`src/rtl/picoblaze_irq_pkg.sv`:
```
// rtl/picoblaze_irq_pkg.sv - shared constants and types for the PicoBlaze interrupt scheduler
package picoblaze_irq_pkg;

  localparam int NUM_SRC = 4;

  localparam logic [7:0] OFS_STATUS = 8'd0;
  localparam logic [7:0] OFS_MASK   = 8'd1;
  localparam logic [7:0] OFS_PEND   = 8'd2;
  localparam logic [7:0] OFS_ACTIVE = 8'd3;
  localparam logic [7:0] OFS_OVR    = 8'd4;

  typedef enum logic [1:0] {
    ST_IDLE    = 2'd0,
    ST_REQ     = 2'd1,
    ST_SERVICE = 2'd2
  } state_t;

endpackage

```
`src/rtl/irq_rr_arbiter.sv`:
```
// rtl/irq_rr_arbiter.sv - combinational round-robin winner select over four sources
module irq_rr_arbiter
  import picoblaze_irq_pkg::*;
(
  input  logic [NUM_SRC-1:0] req,
  input  logic [1:0]         last_grant,
  output logic               grant_valid,
  output logic [1:0]         grant_id
);

  logic [1:0] idx;

  // Walk from the farthest candidate back to last_grant+1 so the nearest requester overwrites.
  always_comb begin
    grant_valid = 1'b0;
    grant_id    = 2'd0;
    idx         = 2'd0;
    for (int i = NUM_SRC - 1; i >= 0; i--) begin
      idx = last_grant + 2'(i + 1);
      if (req[idx]) begin
        grant_valid = 1'b1;
        grant_id    = idx;
      end
    end
  end

endmodule

```
`src/rtl/picoblaze_irq_scheduler.sv`:
```
// rtl/picoblaze_irq_scheduler.sv - round-robin interrupt scheduler with an I/O register window
module picoblaze_irq_scheduler #(
  parameter int         NUM_SRC   = 4,
  parameter logic [7:0] PORT_BASE = 8'h10
) (
  input  logic               clk,
  input  logic               reset_n,
  input  logic [NUM_SRC-1:0] irq_req,
  output logic               interrupt,
  input  logic               interrupt_ack,
  input  logic [7:0]         port_id,
  input  logic               write_strobe,
  input  logic [7:0]         out_port,
  input  logic               read_strobe,
  output logic [7:0]         rd_data
);

  import picoblaze_irq_pkg::*;

  state_t             state;
  logic [NUM_SRC-1:0] pending;
  logic [NUM_SRC-1:0] overrun;
  logic [NUM_SRC-1:0] mask;
  logic [1:0]         active_id;
  logic [1:0]         last_grant;

  logic               grant_valid;
  logic [1:0]         grant_id;
  logic               wr_mask, wr_pend, wr_eoi, wr_ovr;
  logic [NUM_SRC-1:0] ack_clr, pend_clr, ovr_clr;
  logic [7:0]         rd_next;
  logic               unused_bits;

  assign unused_bits = ^{read_strobe, out_port[7:NUM_SRC]};

  assign wr_mask = write_strobe && (port_id == PORT_BASE + OFS_MASK);
  assign wr_pend = write_strobe && (port_id == PORT_BASE + OFS_PEND);
  assign wr_eoi  = write_strobe && (port_id == PORT_BASE + OFS_ACTIVE);
  assign wr_ovr  = write_strobe && (port_id == PORT_BASE + OFS_OVR);

  assign ack_clr  = (state == ST_REQ && interrupt_ack) ? (NUM_SRC'(1) << active_id) : '0;
  assign pend_clr = ack_clr | (wr_pend ? out_port[NUM_SRC-1:0] : '0);
  assign ovr_clr  = wr_ovr ? out_port[NUM_SRC-1:0] : '0;

  irq_rr_arbiter u_arb (
    .req         (pending & mask),
    .last_grant  (last_grant),
    .grant_valid (grant_valid),
    .grant_id    (grant_id)
  );

  always_comb begin
    rd_next = 8'h00;
    if (port_id == PORT_BASE + OFS_STATUS)
      rd_next = {state == ST_REQ, state == ST_SERVICE, 4'b0000, active_id};
    else if (port_id == PORT_BASE + OFS_MASK)
      rd_next = {{(8 - NUM_SRC){1'b0}}, mask};
    else if (port_id == PORT_BASE + OFS_PEND)
      rd_next = {{(8 - NUM_SRC){1'b0}}, pending};
    else if (port_id == PORT_BASE + OFS_ACTIVE)
      rd_next = {6'b000000, active_id};
    else if (port_id == PORT_BASE + OFS_OVR)
      rd_next = {{(8 - NUM_SRC){1'b0}}, overrun};
  end

  // New requests are OR-ed in after the clears so a simultaneous set is never lost.
  always_ff @(posedge clk) begin
    if (!reset_n) begin
      pending <= '0;
      overrun <= '0;
      mask    <= '0;
      rd_data <= 8'h00;
    end else begin
      pending <= (pending & ~pend_clr) | irq_req;
      overrun <= (overrun & ~ovr_clr) | (irq_req & pending);
      if (wr_mask)
        mask <= out_port[NUM_SRC-1:0];
      rd_data <= rd_next;
    end
  end

  always_ff @(posedge clk) begin
    if (!reset_n) begin
      state      <= ST_IDLE;
      interrupt  <= 1'b0;
      active_id  <= 2'd0;
      last_grant <= 2'd3;
    end else begin
      case (state)
        ST_IDLE: begin
          if (grant_valid) begin
            active_id <= grant_id;
            interrupt <= 1'b1;
            state     <= ST_REQ;
          end
        end
        ST_REQ: begin
          if (interrupt_ack) begin
            interrupt <= 1'b0;
            state     <= ST_SERVICE;
          end
        end
        ST_SERVICE: begin
          if (wr_eoi) begin
            last_grant <= active_id;
            state      <= ST_IDLE;
          end
        end
        default: begin
          interrupt <= 1'b0;
          state     <= ST_IDLE;
        end
      endcase
    end
  end

endmodule

```
`config.mk`:
```
export PLATFORM = sky130hd
export DESIGN_NAME = picoblaze_irq_scheduler
export DESIGN_NICKNAME = d
export VERILOG_FILES = /design/src/rtl/picoblaze_irq_pkg.sv /design/src/rtl/irq_rr_arbiter.sv /design/src/rtl/picoblaze_irq_scheduler.sv
export SDC_FILE = /design/constraint.sdc
export NUM_CORES = 1
export LEC_CHECK = 0
export ABC_CLOCK_PERIOD_IN_PS = 1650
export CAP_MARGIN = 30
export CORE_MARGIN = 2
export CORE_UTILIZATION = 50
export CTS_CLUSTER_SIZE = 28
export DETAILED_ROUTE_END_ITERATION = 10
export DONT_BUFFER_PORTS = 1
export PLACE_DENSITY_LB_ADDON = 0.15
export SLEW_MARGIN = 40
export SYNTH_ARGS = -nofsm -noshare
export SYNTH_HDL_FRONTEND = slang
export SYNTH_SLANG_ARGS = --single-unit
export TNS_END_PERCENT = 10
```
`constraint.sdc`:
```
create_clock -name clk -period 1.65 [get_ports clk]
set_input_delay 0.2475 -clock clk [delete_from_list [all_inputs] [get_ports clk]]
set_output_delay 0.2475 -clock clk [all_outputs]
set_load 0.05 [all_outputs]
```
==> impl_metrics.yaml <==
run_status:
  status: "completed"
die:
  core_area_um2: 2500
  row_count: 18
  start_util_pct: 53.30
  die_h_um: 55.63
  io_pins: 34
  die_area_um2: 3094
  fp.dieW_um: 55.63
power_and_ir_drop:
  power_density_nw_per_um2: 710.9
  ir_drop_mv: 0.6111
  power.leakage_nw: 0.4924
drt:
  wl_per_cell_um: 16.73
  drt_iter0_markers: 57
  remaining_drc_errors: 0
  viasPerCell: 6.347
  wl_um: 3380
  met1_length_um: 1487
  met2_length_um: 1521
  vias: 1282
  top_layer_used: "met4"
  dr_wl_met3_um: 338
  firstDrtPassIters: 4
  drtAntennaViolNets: 0
place:
  dp_cells: 195
  io_buffers: 0
  globalplace.congestion: 0.8834
  post-dp-hpwl_um: 2495
sta:
  hold_viol: 0
  fin_crit_ns: 1.327
  slew_headroom_pct: 66.32
  clock_skew_ns: 0.007146
  maxSlewViolCount: 0
  max_freq_ghz: 0.7534
  tightest_slew_ns: 0.5046
  tns_ns: 0
  final-setup-viol-count: 0
  rsz0062_at_grt: "no"
  min_period_over_period_pct: 80.44
clock_tree:
  worstSkewPairLatency_ns: 0.33
  cts_buffer_depth: 2
  htree_levels: 1
  cts_root_buf: "clkbuf_4"
  numClockSinks: 25
  numCtsBuffers: 3
  cts_tree: "done"
  cts_hold_buf: 1
  postCtsSetupBuffers: 0
  ctsResizeCount: 0
  cts.clk_slew.worst_paths_ns: 0.15
final_layout:
  fill_cells: 235
  instances_no_fill: 202
  drive_above_1_share_pct: 11.05
  nets: 198
  area_delta_synth_final_pct: 8.263
  antennaDiodeCount: 0
  fin_util_pct: 57.71
critical_path:
  endpoint_kind: "register"
  crit_fanout: 5
  r2r_start: "active_id[0]$_SDFFE_PN0P_"
  cp-start-kind: "register"
  reg2regPathDepth: 4
  r2r-end: "pending[1]$_SDFF_PN0_"
  crit_arrival_ns: 1.58
  worstPathRequired_ns: 1.90
  r2r_slack_ns: 0.32
  worst-setup-path-type: "reg -> reg"
worst_hold_path:
  whs_path_depth: 1
  min-delay-start: "reset_n"
  hold_end: "pending[0]$_SDFF_PN0_"
  worstHoldPathType: "in -> reg"
global_route:
  grt_antenna_before_repair: 0
  grt_usage_pct: 22.12
  grt_pass1_vias: 1130
  grt_max_degree: 17
  grt_pass1_wl_um: 5368
  overflow: 0
synthesis:
  synth_edf_count: 0
  yosys.cell_types.count: 40
  ys_seq_area_share_pct: 37.56
  async_flop_share_pct: 0
  synthTopCellsByArea: "dfxtp_1, nand2_1, a21oi_1"
  syn_area_um2: 1333
  ys.flop_type: "dfxtp_1"
  yosys_register_bits: 25
  yosysTopAreaCell: "dfxtp_1"
  synthCells: 163
  avgSynthCellArea_um2: 8.175
  synth_warnings: 0
  synth_top_area_share_pct: 37.56
job:
  drv_cap: 0
-- how the worst max path moves through the flow --
stage | to | start | cells past startpoint | slack (ns)
floorplan | rd_data[0]$_SDFF_PN0_ | port_id[5] | 4 | 0.18
global placement | pending[0]$_SDFF_PN0_ | port_id[5] | 5 | 0.10
detailed placement | rd_data[1]$_SDFF_PN0_ | port_id[5] | 4 | 0.09
finish | pending[1]$_SDFF_PN0_ | active_id[0]$_SDFFE_PN0P_ | 4 | 0.32
CTS | pending[1]$_SDFF_PN0_ | active_id[0]$_SDFFE_PN0P_ | 4 | 0.33
global route | pending[1]$_SDFF_PN0_ | active_id[0]$_SDFFE_PN0P_ | 4 | 0.19
-- Yosys cell counts, types with 2 or more instances --
cell type,n
nand2_1,19
o21a_1,3
nand4_1,7
nand3_1,7
inv_1,4
nor2b_1,4
nor2_1,12
or3_1,2
o21ai_0,13
o31ai_1,2
and3b_1,2
a41oi_1,2
a211oi_1,2
mux2i_1,2
nor3_1,2
a21oi_1,14
a311oi_1,4
clkbuf_8,2
buf_4,2
nand2b_1,6
o41ai_1,2
a31oi_1,5
clkbuf_1,3
nand3b_1,2
dfxtp_1,25
-- sequential cells by signal, indices dropped and copies added, names as in the netlist --
signal / cells
rd_data: 6
mask: 4
overrun: 4
pending: 4
active_id: 2
last_grant: 2
state: 2
interrupt: 1
-- final cells by class --
type / instances / area, um2 / area share (%)
clock inverter: 1 / 7.507 / 0.5204
multi-input combinational: 127 / 762.0 / 52.82
tap: 30 / 37.54 / 2.602
sequential: 25 / 500.5 / 34.69
clock buffer: 3 / 22.52 / 1.561
inverter: 4 / 15.01 / 1.041
timing repair buffer: 12 / 97.59 / 6.765
-- per-layer routing --
layer	up-vias	track usage [%]
met5	-	0
met4	0	6.272
met3	4	5.349
met2	66	33.84
met1	589	31.00
li1	623	-
-- metrics by stage --
stage	cell area (um2)	hold slack, ns	setup WS [ns]	power [W]
after detailed placement	1383	0.3651	0.09056	0.0007317
after CTS	1423	0.001648	0.3302	0.001026
final	1443	0.01181	0.3227	0.001026
after global placement	1383	0.3638	0.1031	0.0007303
after floorplan	1336	0.3714	0.1788	0.0007309
after global routing	1443	0.003517	0.1941	0.001066
-- critical path, cell delays in order (launching register included) --
cell and delay (ns):
dfxtp_1 0.44, inv_1 0.13, o41ai_1 0.41, a41oi_1 0.09, o21a_1 0.18
-- cell families after synthesis --
logic type / share of synthesized area [%]
DFF: 37.56
buffers and inverters: 5.539
muxes: 1.502
and+or+nand+nor: 29.30
other: 0.2814
AOI/OAI and AO/OA: 25.82
-- cell usage in the layout (no fill, tap or decap), drive strengths merged, types with 2 or more instances in the layout --
cell / synthesis / routed
a211oi: 2 / 2
a21oi: 14 / 14
a311oi: 4 / 4
a31oi: 5 / 5
a41oi: 2 / 2
and3b: 2 / 2
buf: 3 / 9
clkbuf: 5 / 3
conb: 1 / 2
dfxtp: 25 / 25
dlygate4sd3: 0 / 3
inv: 4 / 4
mux2i: 2 / 2
nand2: 19 / 19
nand2b: 6 / 6
nand3: 7 / 7
nand3b: 2 / 2
nand4: 7 / 7
nor2: 13 / 13
nor2b: 4 / 4
nor3: 3 / 3
o21a: 3 / 3
o21ai: 13 / 13
o31ai: 2 / 2
o41ai: 2 / 2
or3: 3 / 3
-- power by group --
group          internal (W)  leakage [nW]   total, W  switching (W)
registers          0.000618         0.203   0.000631      0.0000127
clock network     0.0000929        0.0139   0.000299       0.000206
logic             0.0000445         0.275  0.0000962      0.0000517
total              0.000755         0.492    0.00103       0.000270
(Power assumes the default switching activity.)
